**src/rtl/bcd_seg_display_driver_if.sv**
```systemverilog
// bcd_seg_display_driver_if
//   Groups the value/load request and the busy/done/overflow/seg results of
//   bcd_seg_display_driver.
//   master: requester side (drives value, load; observes results)
//   slave : converter side (observes value, load; drives results)
//   value    VALUE_W       binary value to convert
//   load     1             conversion request
//   busy     1             conversion in progress
//   done     1             one-cycle pulse, seg/overflow updated
//   overflow 1             last value did not fit in NUM_DIGITS digits
//   seg      7*NUM_DIGITS  segment codes, digit k at [7k+6:7k], {g,f,e,d,c,b,a}
interface bcd_seg_display_driver_if #(
  parameter int VALUE_W    = 9,
  parameter int NUM_DIGITS = 3
);
  logic [VALUE_W-1:0]      value;
  logic                    load;
  logic                    busy;
  logic                    done;
  logic                    overflow;
  logic [7*NUM_DIGITS-1:0] seg;

  modport master (output value, load, input busy, done, overflow, seg);
  modport slave  (input value, load, output busy, done, overflow, seg);
endinterface

```
**src/rtl/bcd_seg_display_driver.sv**
```systemverilog
// bcd_seg_display_driver
//   Converts an unsigned binary value to NUM_DIGITS decimal digits with an
//   iterative double-dabble (one bit per clock) and drives 7-segment codes,
//   with optional leading-zero blanking and an all-dash overflow display.
//   clk  in  system clock, rising edge
//   rst  in  asynchronous active-high reset
//   bus  slave modport of bcd_seg_display_driver_if (value/load in,
//        busy/done/overflow/seg out)
//
//   state  | meaning
//   IDLE   | waiting for load; value captured on the accepting edge
//   SHIFT  | VALUE_W add-3/shift-left steps of the double-dabble
//   ENCODE | BCD final; register seg/overflow and pulse done
module bcd_seg_display_driver #(
  parameter int VALUE_W        = 9,
  parameter int NUM_DIGITS     = 3,
  parameter bit BLANK_LEADING  = 1'b1,
  parameter bit SEG_ACTIVE_LOW = 1'b1
) (
  input  logic                     clk,
  input  logic                     rst,
  bcd_seg_display_driver_if.slave  bus
);

  localparam int BCD_W = 4 * NUM_DIGITS;
  localparam int SEG_W = 7 * NUM_DIGITS;
  localparam int CNT_W = $clog2(VALUE_W + 1);
  // Compare in 64 bits so the limit is representable for any digit count;
  // for narrow VALUE_W the compare is simply never true.
  localparam logic [63:0] OVF_LIMIT = 64'(10 ** NUM_DIGITS);

  typedef enum logic [1:0] {IDLE, SHIFT, ENCODE} state_t;

  function automatic logic [6:0] digit_code(input logic [3:0] d);
    case (d)
      4'd0:    digit_code = 7'h3F;
      4'd1:    digit_code = 7'h06;
      4'd2:    digit_code = 7'h5B;
      4'd3:    digit_code = 7'h4F;
      4'd4:    digit_code = 7'h66;
      4'd5:    digit_code = 7'h6D;
      4'd6:    digit_code = 7'h7D;
      4'd7:    digit_code = 7'h07;
      4'd8:    digit_code = 7'h7F;
      4'd9:    digit_code = 7'h6F;
      default: digit_code = 7'h40;
    endcase
  endfunction

  // Walk from the most significant digit down; 'lead' stays set while every
  // digit seen so far is zero, which is exactly the blanking condition.
  function automatic logic [SEG_W-1:0] build_seg(input logic [BCD_W-1:0] bcd,
                                                 input logic ovf);
    logic [SEG_W-1:0] s;
    logic             lead;
    logic [6:0]       c;
    s    = '0;
    lead = BLANK_LEADING;
    for (int k = NUM_DIGITS - 1; k >= 0; k--) begin
      if (ovf) begin
        c = 7'h40;
      end else if ((k != 0) && lead && (bcd[4*k +: 4] == 4'd0)) begin
        c = 7'h00;
      end else begin
        c    = digit_code(bcd[4*k +: 4]);
        lead = 1'b0;
      end
      s[7*k +: 7] = SEG_ACTIVE_LOW ? ~c : c;
    end
    return s;
  endfunction

  localparam logic [SEG_W-1:0] SEG_RESET = build_seg('0, 1'b0);

  state_t             state_q, state_d;
  logic [VALUE_W-1:0] value_q, value_d;
  logic [VALUE_W-1:0] shift_q, shift_d;
  logic [BCD_W-1:0]   bcd_q, bcd_d;
  logic [CNT_W-1:0]   cnt_q, cnt_d;
  logic [SEG_W-1:0]   seg_q, seg_d;
  logic               overflow_q, overflow_d;
  logic               done_q, done_d;

  logic [BCD_W-1:0]   bcd_adj;
  logic               ovf_now;

  assign ovf_now = (64'(value_q) >= OVF_LIMIT);

  always_comb begin
    bcd_adj = bcd_q;
    for (int k = 0; k < NUM_DIGITS; k++) begin
      if (bcd_q[4*k +: 4] >= 4'd5) bcd_adj[4*k +: 4] = bcd_q[4*k +: 4] + 4'd3;
    end
  end

  always_comb begin
    state_d    = state_q;
    value_d    = value_q;
    shift_d    = shift_q;
    bcd_d      = bcd_q;
    cnt_d      = cnt_q;
    seg_d      = seg_q;
    overflow_d = overflow_q;
    done_d     = 1'b0;
    case (state_q)
      IDLE: begin
        if (bus.load) begin
          value_d = bus.value;
          shift_d = bus.value;
          bcd_d   = '0;
          cnt_d   = CNT_W'(VALUE_W);
          state_d = SHIFT;
        end
      end
      SHIFT: begin
        {bcd_d, shift_d} = {bcd_adj[BCD_W-2:0], shift_q, 1'b0};
        cnt_d = cnt_q - CNT_W'(1);
        if (cnt_q == CNT_W'(1)) state_d = ENCODE;
      end
      ENCODE: begin
        overflow_d = ovf_now;
        seg_d      = build_seg(bcd_q, ovf_now);
        done_d     = 1'b1;
        state_d    = IDLE;
      end
      default: state_d = IDLE;
    endcase
  end

  always_ff @(posedge clk or posedge rst) begin
    if (rst) begin
      state_q    <= IDLE;
      value_q    <= '0;
      shift_q    <= '0;
      bcd_q      <= '0;
      cnt_q      <= '0;
      seg_q      <= SEG_RESET;
      overflow_q <= 1'b0;
      done_q     <= 1'b0;
    end else begin
      state_q    <= state_d;
      value_q    <= value_d;
      shift_q    <= shift_d;
      bcd_q      <= bcd_d;
      cnt_q      <= cnt_d;
      seg_q      <= seg_d;
      overflow_q <= overflow_d;
      done_q     <= done_d;
    end
  end

  assign bus.busy     = (state_q != IDLE);
  assign bus.done     = done_q;
  assign bus.overflow = overflow_q;
  assign bus.seg      = seg_q;

endmodule

```
**src/flat_wrapper.sv**
```systemverilog
// flat-port wrapper written by rule: the top's interface ports become plain ports
module bcd_seg_display_driver_flat 
#(
  parameter int VALUE_W        = 9,
  parameter int NUM_DIGITS     = 3,
  parameter bit BLANK_LEADING  = 1'b1,
  parameter bit SEG_ACTIVE_LOW = 1'b1
)
  (clk, rst, bus_value, bus_load, bus_busy, bus_done, bus_overflow, bus_seg);
  bcd_seg_display_driver_if #(.VALUE_W(VALUE_W), .NUM_DIGITS(NUM_DIGITS)) bus_i ();
  input  logic clk;
  input  logic rst;
  input wire logic [$bits(bus_i.value)-1:0] bus_value;
  input wire logic [$bits(bus_i.load)-1:0] bus_load;
  output wire logic [$bits(bus_i.busy)-1:0] bus_busy;
  output wire logic [$bits(bus_i.done)-1:0] bus_done;
  output wire logic [$bits(bus_i.overflow)-1:0] bus_overflow;
  output wire logic [$bits(bus_i.seg)-1:0] bus_seg;
  assign bus_i.value = bus_value;
  assign bus_i.load = bus_load;
  assign bus_busy = bus_i.busy;
  assign bus_done = bus_i.done;
  assign bus_overflow = bus_i.overflow;
  assign bus_seg = bus_i.seg;
  bcd_seg_display_driver #(.VALUE_W(VALUE_W), .NUM_DIGITS(NUM_DIGITS), .BLANK_LEADING(BLANK_LEADING), .SEG_ACTIVE_LOW(SEG_ACTIVE_LOW)) u_core (.clk(clk), .rst(rst), .bus(bus_i));
endmodule
```
**config.mk**
```make
export PLATFORM = sky130hd
export DESIGN_NAME = bcd_seg_display_driver_flat
export DESIGN_NICKNAME = d
export VERILOG_FILES = /design/src/rtl/bcd_seg_display_driver_if.sv /design/src/rtl/bcd_seg_display_driver.sv /design/src/flat_wrapper.sv
export SDC_FILE = /design/constraint.sdc
export NUM_CORES = 1
export LEC_CHECK = 0
export CAP_MARGIN = 20
export CORE_MARGIN = 1
export CORE_UTILIZATION = 45
export DETAILED_ROUTE_END_ITERATION = 8
export PLACE_DENSITY = 0.64
export SLEW_MARGIN = 20
export SYNTH_ARGS = -nofsm -noshare
export SYNTH_HDL_FRONTEND = slang
export SYNTH_SLANG_ARGS = --single-unit
```
**constraint.sdc**
```tcl
create_clock -name clk -period 2 [get_ports clk]
set_clock_uncertainty 0.1 [all_clocks]
set_input_delay 0.3 -clock clk [delete_from_list [all_inputs] [get_ports clk]]
set_output_delay 0.3 -clock clk [all_outputs]
set_load 0.05 [all_outputs]
```
* Word level (Yosys, flattened, before mapping)
Memory sizes are Yosys's and may differ from the RTL's.
Cells that the tools add are included.
W data, S select, Z words.
** Word-level totals
- Register bits after elaboration :: 49
- ROM bits :: 336
- Output and inout port bits :: 24
- Logic and storage cells :: 52
- Memories :: 3
** Cells by class
- Add/subtract/negate cells :: 4
- $lt $le $gt $ge :: 3
- Equal/unequal tests :: 5
- Mux-type cells :: 20
- Bitwise operators :: 3
- Reduce and logical (&&, ||, !) cells :: 8
** Memories
- (name not given) :: words 16, width 7, rd ports 1, clocked after memory_dff 0, wr ports 0, RTL line bcd_seg_display_driver.sv:35 : case (d)
- (name not given) :: words 16, width 7, rd ports 1, clocked after memory_dff 0, wr ports 0, RTL line bcd_seg_display_driver.sv:35
- (name not given) :: words 16, width 7, rd ports 1, clocked after memory_dff 0, wr ports 0, RTL line bcd_seg_display_driver.sv:35
** Operator list (count)
- $mux W7 :: 5
- $pmux W12 S2 :: 1
- $not A7 Y7 :: 3
- $pmux W9 S2 :: 1
- $ge A4 B3 Y1 const B :: 3
- $mux W12 :: 1
- $mux W4 :: 3
- $mux W9 :: 1
- $add A4 B2 Y4 const B :: 2
- $logic_not A4 Y1 :: 2
- $pmux W4 S2 :: 1
- $eq A4 B1 Y1 const B :: 1
- $mux W2 :: 2
- $pmux W2 S2 :: 1
- $reduce_and A2 Y1 :: 2
- $reduce_bool A2 Y1 :: 2
- $sub A4 B1 Y4 const B :: 1
- $add A3 B2 Y3 const B :: 1
- $mux W1 :: 3
- $mux W3 :: 1
- $eq A2 B1 Y1 const B :: 1
- $eq A2 B2 Y1 const B :: 1
- $logic_not A2 Y1 :: 1
- $ne A2 B1 Y1 const B :: 1
- other kinds (2) :: 2

* Depth between registers and ports, before layout
Gate-level depths: netlist (run 1).
- Word-level depth :: 7
- Mapped depth :: 6
- Depth with buffers taken out :: 6

* Worst setup path after synthesis (run 1)
OpenSTA, ideal clock, no wires.
- Path kind :: register to register
- Start :: register u_core.bcd_q[1]
- End :: register u_core.bcd_q[2]
- Library setup time :: 0.128 ns
- Arrival time :: 1.411 ns
- Data required time :: 1.772 ns
- Slack :: 0.361 ns
- Stages on the path, launching flop included :: 7
- Path buffers :: 0
- Path through :: dfrtp_1 > inv_1 > ha_1 > nand2b_1 > a21oi_1 > mux2i_1 > o22ai_1
** On the way
- Longest elaborated chain between the ends :: 3
- Elaborated cells between the ends (all ways) :: 4
** Ends and longest elaborated chain
- start: declaration :: RTL line bcd_seg_display_driver.sv:78 : logic [BCD_W-1:0] bcd_q, bcd_d;
- start signal: assignment :: RTL line bcd_seg_display_driver.sv:135 : bcd_q <= '0;
- start signal: assignment :: RTL line bcd_seg_display_driver.sv:144 : bcd_q <= bcd_d;
- $add A4 B2 Y4 or $ge A4 B3 Y1 (tied branches) :: RTL line bcd_seg_display_driver.sv:92 : if (bcd_q[4*k +: 4] >= 4'd5) bcd_adj[4*k +: 4] = bcd_q[4*k +: 4] + 4'd3;
- $mux W4 (*) :: RTL line bcd_seg_display_driver.sv:92
- $pmux W12 S2 (*) :: RTL line bcd_seg_display_driver.sv:105 : case (state_q)
Mark *: on every way between the ends. The rest lies on a longest branch, timed or not.
A chain may end at the register's enable or synchronous reset.

* Worst setup path after layout (run 1)
- Start :: register u_core.seg_q[0], in the netlist u_core.bus.seg[0]
- End :: output bus_seg[0]
** RTL lines
- start: declaration :: RTL line bcd_seg_display_driver.sv:80 : logic [SEG_W-1:0] seg_q, seg_d;
- start signal: assignment :: RTL line bcd_seg_display_driver.sv:146 : seg_q <= seg_d;
- end: declaration :: RTL line flat_wrapper.sv:18 : output wire logic [$bits(bus_i.seg)-1:0] bus_seg;
No word-level cell between the ends.

==> results of run 1 <==
## cell type report
| class | count | area (µm²) | share of cell area |
|---|---|---|---|
| well taps | 72 | 90.1 | 0.0289 |
| inverters | 18 | 67.6 | 0.0217 |
| multi-input cells | 193 | 1240 | 0.399 |
| repair buffers | 44 | 389 | 0.125 |
| flip-flops and latches | 49 | 1240 | 0.400 |
| clock buffers | 8 | 80.1 | 0.0257 |
## power by group
group	total (W)	switching (W)	internal (W)	leakage, nW
Clock	0.000552	0.000303	0.000249	0.0395
Combinational	0.00327	0.00200	0.00126	0.816
Sequential	0.00196	0.000410	0.00155	0.571
## timing repair
action                                  in CTS  in global routing
endpoints found under the setup margin       1                  0
endpoints found under the hold margin        0                  0
hold buffers                                 0                  0
resized for setup                            1                  0
buffers inserted                             0                  0
## layout by cell type (no fill, tap or decap), types with 2 or more instances in the layout
| master | instances |
|---|---|
| mux2i_1 | 4 |
| dfstp_2 | 15 |
| o31ai_2 | 3 |
| o31ai_1 | 5 |
| o22a_1 | 4 |
| inv_1 | 17 |
| o21ai_0 | 16 |
| clkdlybuf4s50_1 | 18 |
| nor2_1 | 25 |
| dfrtp_1 | 34 |
| ha_1 | 18 |
| buf_4 | 24 |
| clkbuf_8 | 5 |
| clkbuf_1 | 3 |
| a32o_1 | 3 |
| nor2b_1 | 4 |
| or2_2 | 2 |
| o32ai_1 | 2 |
| nor3b_1 | 4 |
| a22o_1 | 3 |
| a21o_1 | 3 |
| xnor2_1 | 5 |
| nand2_1 | 34 |
| a31oi_1 | 9 |
| nand3_1 | 2 |
| a21oi_1 | 19 |
| o22ai_1 | 5 |
| nand2b_1 | 8 |
## layer usage
layer | wire (µm) | GRT usage
met4 | 66 | 0.0655
met1 | 2450 | 0.249
met2 | 2240 | 0.294
met5 | 0 | 0
met3 | 159 | 0.0345
## per-stage QoR
stage,area (µm²),cells
after floorplan,2660,279
after global placement,3040,376
after detailed placement,3040,376
after CTS,3120,384
after global routing,3120,384
final,3120,384
## logic make-up (layout without fill, tap and decap cells)
family                     after synthesis  after routing
buffers and inverters                   37             70
DFF                                     49             49
xor gates and xnor gates                 6              6
muxes                                    4              4
adders and majority gates               18             18
other                                    1              1
and+or+nand+nor                         86             86
AOI/OAI and AO/OA                       78             78
## registers in the layout, indices dropped and copies added, names as in the netlist
register         flops
u_core.bcd_q        12
u_core.cnt_q         4
u_core.bus.seg      21
u_core.shift_q       9
u_core.state_q       2
u_core.bus.done      1
## how the worst max path moves through the flow
stage / endpoint / cells past startpoint / slack (ps)
floorplan: u_core.bcd_q[2]$_DFFE_PP0P_ / 6 / 360
global placement: u_core.bcd_q[11]$_DFFE_PP0P_ / 5 / 180
detailed placement: u_core.bcd_q[7]$_DFFE_PP0P_ / 5 / 140
CTS: bus_seg[4] / 1 / 130
global route: u_core.bus.seg[15]$_DFFE_PP1P_ / 6 / 20
finish: bus_seg[0] / 1 / 150
==> flow_summary.json, run 1 <==
{
  "syn-num-nets": 309,
  "min_path_type": "in2async",
  "power_density_mw_per_mm2": 1850,
  "vias": 1979,
  "syn_to_final_growth_pct": 17.2,
  "cp_slowest_cell": "clkdlybuf4s50_1",
  "synthMuxAreaShare": 0.0151,
  "synth_edf_count": 0,
  "arrival_ps": 1450,
  "clk_pin_slew_ps": 80,
  "first_pass_iters": 4,
  "post-route-period-util": 0.923,
  "final_hold_viol_count": 0,
  "reg2reg_to": "u_core.bcd_q[6]$_DFFE_PP0P_",
  "cts_buffer_depth": 2,
  "cap_violations": 0,
  "ant_nets": 0,
  "fin_ws_ps": 155,
  "clockRootBuffer": "clkbuf_8",
  "path_delay_family": "buffers and inverters",
  "dieArea_mm2": 0.00622,
  "core_mm2": 0.00561,
  "grt_max_degree": 50,
  "die_height_um": 78.9,
  "rsz0062_at_grt": "no",
  "hpwlAfterDp_um": 3510,
  "leakage_nw": 1.43,
  "synth_area_per_cell_um2": 9.53,
  "yosys.area_share.simple": 0.153,
  "fp-row-count": 27,
  "period_minus_slack_ps": 1850,
  "critPathBufInv": 1,
  "grt_pass1_vias": 1928,
  "hold_ws_ps": 250,
  "timing.rr.start": "u_core.bcd_q[5]$_DFFE_PP0P_",
  "fin_nets": 341,
  "synth-xor-area-share": 0.0198,
  "ios": 36,
  "io_buffers": 34,
  "ys_async_sr_fraction": 1.00,
  "tightest_slew_ps": 481,
  "synth_cell_types": 43,
  "setup_tns_ps": 0,
  "outcome": "complete, no violations",
  "fillers": 546,
  "power.total_w": 0.00578,
  "cts_tree": "built",
  "place_congestion": 0.764,
  "syn-cell-area_mm2": 0.00266,
  "synth-seq-cells": 49,
  "drive_gt1_frac": 0.173,
  "yosys_warnings": 0,
  "place_ws_ps": 143,
  "yosysSeqAreaShare": 0.468,
  "synth_top_area_share": 0.320,
  "grt_use_total": 0.184,
  "crit_path_start": "u_core.bus.seg[0]$_DFFE_PP0P_",
  "crit_required_ps": 1600,
  "synth_area_leaders": "dfrtp_1 32%, dfstp_2 15%, ha_1 8.5%",
  "rrSetupSlack_ps": 190,
  "slew_headroom": 0.671,
  "die_x_um": 78.9,
  "start_kind": "flip-flop",
  "synth_flop_cell": "dfrtp_1",
  "grt_overflow_total": 0,
  "drc_errors": 0,
  "setup_violations": 0,
  "r2r_cells": 6,
  "synth_fa_ha_area_frac": 0.0847,
  "slew_viol_final": 0,
  "fmaxAchievable_mhz": 542,
  "synth_top_area_cell": "dfrtp_1",
  "clock_latency_ps": 290,
  "synthCells": 279,
  "peakVddDrop_v": 0.000819,
  "numCtsBuffers": 5,
  "initial_core_util": 0.474,
  "yosys-top-cells-count": "34 x dfrtp_1, 34 x nand2_1, 25 x nor2_1, 19 x a21oi_1",
  "final_util": 0.556,
  "wl_per_cell_um": 12.8,
  "grt_first_pass_wirelength_um": 8970,
  "drt_iter0_markers": 112,
  "antenna_found_initial": 0,
  "synth_top_family_by_area": "compound AO/OA/AOI/OAI gates",
  "htree_levels": 2,
  "crit_type": "reg2out",
  "crit_path_cell_trace": "clkdlybuf4s50_1",
  "cts_sinks": 49,
  "synth_compound_area_frac": 0.193,
  "critPathCaptureType": "output port",
  "wl_um": 4920,
  "viasPerCell": 5.15,
  "num_antenna_cells": 0,
  "cp_slowest_stage_delay_ps": 800,
  "path_max_fanout": 2
}
No activity file was read; power rests on OpenSTA's default activity.
==> run 2: changes to the inputs <==
Settings changed: CORE_ASPECT_RATIO set to 0.8, CORE_MARGIN 1 to 8.
==> run 2 against run 1 <==
Against the previous run:
- sequential share of layout area decreased by 0.35 points
- combinational power is 2% higher
- largest cell class unchanged
- first-iteration DRC count shrank 54%
- setup slack got worse by 23 ps
- cell count rose by 2.9%
- clock power is 6.7% higher
- non-clock buffer count grew 2
- core utilization fell by 1.5 points
- count of clock-buffer cells in the layout decreased by 2
- cell area rose by 0.88%
- critical endpoint is now bus_seg[1]
- sequential power about the same
- global-route usage is 4.8 points lower
==> flow_summary.json, run 2 (synthesized netlist as in run 1, its figures left out) <==
{
  "outcome": "complete, no violations",
  "postCtsSetupBuffers": 0,
  "slew_viol_final": 0,
  "fin_nets": 343,
  "cts_resized": 0,
  "setup_tns_ps": 0,
  "grt_overflow_total": 0,
  "drc_errors": 0,
  "htree_levels": 2,
  "cts_tree": "built",
  "final_cell_area_mm2": 0.00314,
  "ant_nets": 0,
  "arrival_ps": 1470,
  "crit_type": "reg2out",
  "fmaxAchievable_mhz": 535,
  "place_ws_ps": 158,
  "final_hold_viol_count": 0,
  "dieArea_mm2": 0.00864,
  "drt_iter0_markers": 52,
  "critPathCaptureType": "output port",
  "crit_required_ps": 1600,
  "min_path_type": "in2async",
  "path_max_fanout": 2,
  "post-route-period-util": 0.934,
  "numCtsBuffers": 5,
  "wl_per_cell_um": 13.5,
  "syn_to_final_growth_pct": 18.2,
  "vias": 1993,
  "start_kind": "flip-flop",
  "fp-row-count": 25,
  "hpwlAfterDp_um": 3760,
  "clock_latency_ps": 310,
  "placed_cell_area_mm2": 0.00306,
  "setup_violations": 0,
  "cts_hold_buffers": 0,
  "clockRootBuffer": "clkbuf_8",
  "initial_core_util": 0.457,
  "cp_slowest_cell": "clkdlybuf4s50_1",
  "cp_slowest_stage_delay_ps": 800,
  "crit_path_cell_trace": "clkdlybuf4s50_1",
  "cts_buffer_depth": 2,
  "peakVddDrop_v": 0.000921,
  "path_delay_family": "buffers and inverters",
  "fin_ws_ps": 132,
  "grt_pass1_vias": 2004,
  "grt_max_degree": 50,
  "core_mm2": 0.00582,
  "place_congestion": 0.785,
  "clk_pin_slew_ps": 90,
  "period_minus_slack_ps": 1870,
  "io_buffers": 34,
  "rsz0062_at_grt": "no",
  "grt_use_total": 0.136,
  "largest_reg_flops": 21,
  "cts_sinks": 49,
  "wl_um": 5340,
  "num_antenna_cells": 0,
  "leakage_nw": 1.44,
  "power_density_mw_per_mm2": 1860,
  "drive_gt1_frac": 0.188,
  "grt_first_pass_wirelength_um": 9500,
  "cap_violations": 0,
  "die_x_um": 102,
  "critPathBufInv": 1,
  "viasPerCell": 5.05,
  "hold_ws_ps": 243,
  "rrSetupSlack_ps": 220,
  "seq_area_mm2": 0.00124,
  "ios": 36,
  "fillers": 555,
  "first_pass_iters": 4,
  "final_cell_mix": "34 x nand2_1, 34 x dfrtp_1, 27 x buf_4",
  "die_height_um": 84.8,
  "multi_input_area_mm2": 0.00124,
  "antenna_found_initial": 0
}
==> run 2: cell types whose count changed in the layout (fill, tap and decap cells not counted), sizes merged <==
cell         change
buf              +3
clkbuf           -2
clkinv           +2
dlygate4sd2      -1
==> run 2: per-stage QoR <==
step | util | instances | power (W)
floorplan | - | 279 | 0.00448
global placement | 0.526 | 387 | 0.00525
detailed placement | 0.526 | 387 | 0.00532
CTS | 0.540 | 395 | 0.00592
global route | 0.540 | 395 | 0.00634
finish | 0.540 | 395 | 0.00585
==> run 2: power breakdown <==
group          total (W)  internal, W  switching, W
combinational    0.00333      0.00128       0.00204
clock           0.000589     0.000244      0.000345
sequential       0.00194      0.00155      0.000391
==> run 2: area by class of cell <==
cell class,count,area share
clock inverters,2,0.00318
inverters,18,0.0215
flip-flops and latches,49,0.396
clock buffers,6,0.0231
repair buffers,46,0.128
well taps,81,0.0322
multi-input cells,193,0.396
==> run 2: routing by layer <==
layer  share of wire  vias to the layer above  global-route usage
met5               0                        -                   0
met4           0.017                        0              0.0612
met3           0.057                        8              0.0331
met2            0.43                       36               0.203
met1            0.49                      931               0.181
li1                -                     1018                   -
==> run 2: path summary, 6_finish.rpt <==
path | startpoint | to | depth (start not counted)
max in group asynchronous | rst | u_core.bus.seg[14]$_DFFE_PP1P_ | 3
min in group clk | u_core.bus.seg[13]$_DFFE_PP1P_ | u_core.bus.seg[13]$_DFFE_PP1P_ | 2
max | u_core.bus.seg[1]$_DFFE_PP0P_ | bus_seg[1] | 1
min reg2reg | u_core.bus.seg[13]$_DFFE_PP1P_ | u_core.bus.seg[13]$_DFFE_PP1P_ | 2
min | rst | u_core.bcd_q[4]$_DFFE_PP0P_ | 3
max reg2reg | u_core.bcd_q[4]$_DFFE_PP0P_ | u_core.bcd_q[6]$_DFFE_PP0P_ | 6
==> run 3: changes to the inputs <==
Settings changed: CAP_MARGIN 20 to 10, GPL_TIMING_DRIVEN set to 0.
==> run 3 against run 2 <==
Against the previous run:
- cell count up 2.0%
- via count up 5.4%
- wire length up 5.5%
- combinational power up 3%
- power up 2.8%
- global-route usage up 0.75 points
- non-clock buffer count up 8
- maximum frequency up 0.30%
- flip-flop and latch count unchanged
- highest routed layer unchanged
==> flow_summary.json, run 3 (synthesized netlist as in run 1, its figures left out) <==
{
  "cts_tree": "built",
  "htree_levels": 2,
  "critPathCaptureType": "output port",
  "final_hold_viol_count": 0,
  "m1WireLength_um": 2810,
  "path_delay_family": "buffers and inverters",
  "cts_sinks": 49,
  "slew_headroom": 0.631,
  "peakVddDrop_v": 0.000861,
  "grt_first_pass_wirelength_um": 10100,
  "start_kind": "flip-flop",
  "min_path_type": "in2async",
  "fin_nets": 351,
  "placed_cells": 395,
  "leakage_nw": 1.48,
  "wl_per_cell_um": 14.0,
  "num_antenna_cells": 0,
  "clock_latency_ps": 300,
  "final_cell_mix": "34 x nand2_1, 34 x dfrtp_1, 25 x nor2_1",
  "die_x_um": 102,
  "setup_tns_ps": 0,
  "slew_viol_final": 0,
  "grt_overflow_total": 0,
  "die_height_um": 84.8,
  "antenna_found_initial": 0,
  "drt_iter0_markers": 58,
  "drive_gt1_frac": 0.146,
  "critPathBufInv": 1,
  "final_cells": 403,
  "io_buffers": 34,
  "power_density_mw_per_mm2": 1870,
  "final_cell_area_mm2": 0.00322,
  "path_max_fanout": 2,
  "drc_errors": 0,
  "syn_to_final_growth_pct": 21.3,
  "crit_required_ps": 1600,
  "postCtsSetupBuffers": 0,
  "cp_slowest_stage_delay_ps": 800,
  "placed_cell_area_mm2": 0.00312,
  "hpwlAfterDp_um": 4100,
  "wl_met3_um": 229,
  "cts_buffer_depth": 2,
  "first_pass_iters": 4,
  "clockRootBuffer": "clkbuf_8",
  "arrival_ps": 1460,
  "cts_resized": 16,
  "wl_um": 5630,
  "crit_type": "reg2out",
  "period_minus_slack_ps": 1860,
  "ios": 36,
  "dr.max_layer_used": "met4",
  "fp-row-count": 25,
  "tightest_slew_ps": 553,
  "clk_pin_slew_ps": 90,
  "numCtsBuffers": 5,
  "vias": 2101,
  "outcome": "complete, no violations",
  "initial_core_util": 0.457,
  "fmaxAchievable_mhz": 537,
  "grt_pass1_vias": 2187,
  "wl_met2_um": 2520,
  "rsz0062_at_grt": "no",
  "cp_slowest_cell": "clkdlybuf4s50_1",
  "largest_reg_flops": 21,
  "crit_path_cell_trace": "clkdlybuf4s50_1",
  "grt_max_degree": 26,
  "ant_nets": 0,
  "cap_violations": 0,
  "viasPerCell": 5.21,
  "dieArea_mm2": 0.00864,
  "cts_hold_buffers": 0,
  "place_congestion": 0.836,
  "setup_violations": 0,
  "post-route-period-util": 0.931,
  "core_mm2": 0.00582,
  "grt_use_total": 0.144
}
[run 3: report_power, final]
group          internal [W]  total [W]  switching [W]
registers           0.00155    0.00185       0.000300
clock network      0.000408   0.000736       0.000328
logic               0.00124    0.00343        0.00219
total               0.00320    0.00602        0.00282
[run 3: routing by layer]
| metal | GRT usage | vias to the layer above |
|---|---|---|
| met5 | 0 | - |
| met4 | 0.0492 | 0 |
| met3 | 0.0306 | 5 |
| met2 | 0.218 | 31 |
| met1 | 0.197 | 1029 |
| li1 | - | 1036 |
[run 3: cell type report]
cell class | instances | area (µm²)
Fill cell | 552 | 2590
Multi-Input combinational cell | 193 | 1250
Sequential cell | 49 | 1240
Timing Repair Buffer | 35 | 340
Buffer | 19 | 103
Tap cell | 81 | 101
Clock buffer | 7 | 86.3
Inverter | 18 | 67.6
Clock inverter | 1 | 30.0
[run 3: path summary, 6_finish.rpt]
kind / startpoint / endpoint / slack (ps) / depth (start not counted)
max in group asynchronous: rst / u_core.bus.seg[16]$_DFFE_PP1P_ / 940 / 3
max: u_core.bus.seg[4]$_DFFE_PP0P_ / bus_seg[4] / 140 / 1
min in group clk: u_core.bus.seg[13]$_DFFE_PP1P_ / u_core.bus.seg[13]$_DFFE_PP1P_ / 360 / 2
min reg2reg: u_core.bus.seg[13]$_DFFE_PP1P_ / u_core.bus.seg[13]$_DFFE_PP1P_ / 360 / 2
max reg2reg: u_core.bcd_q[5]$_DFFE_PP0P_ / u_core.bcd_q[6]$_DFFE_PP0P_ / 210 / 6
min: rst / u_core.bus.seg[1]$_DFFE_PP0P_ / 260 / 2
[run 3: metrics by stage]
step | hold slack, ps | setup slack (ps) | total power (W) | utilization
finish | 258 | 137 | 0.00602 | 0.554
global route | 304 | 28.8 | 0.00654 | 0.554
CTS | 270 | 117 | 0.00606 | 0.553
detailed placement | 350 | 86.9 | 0.00542 | 0.536
global placement | 345 | -566 | 0.00536 | 0.533
floorplan | 305 | 361 | 0.00448 | -
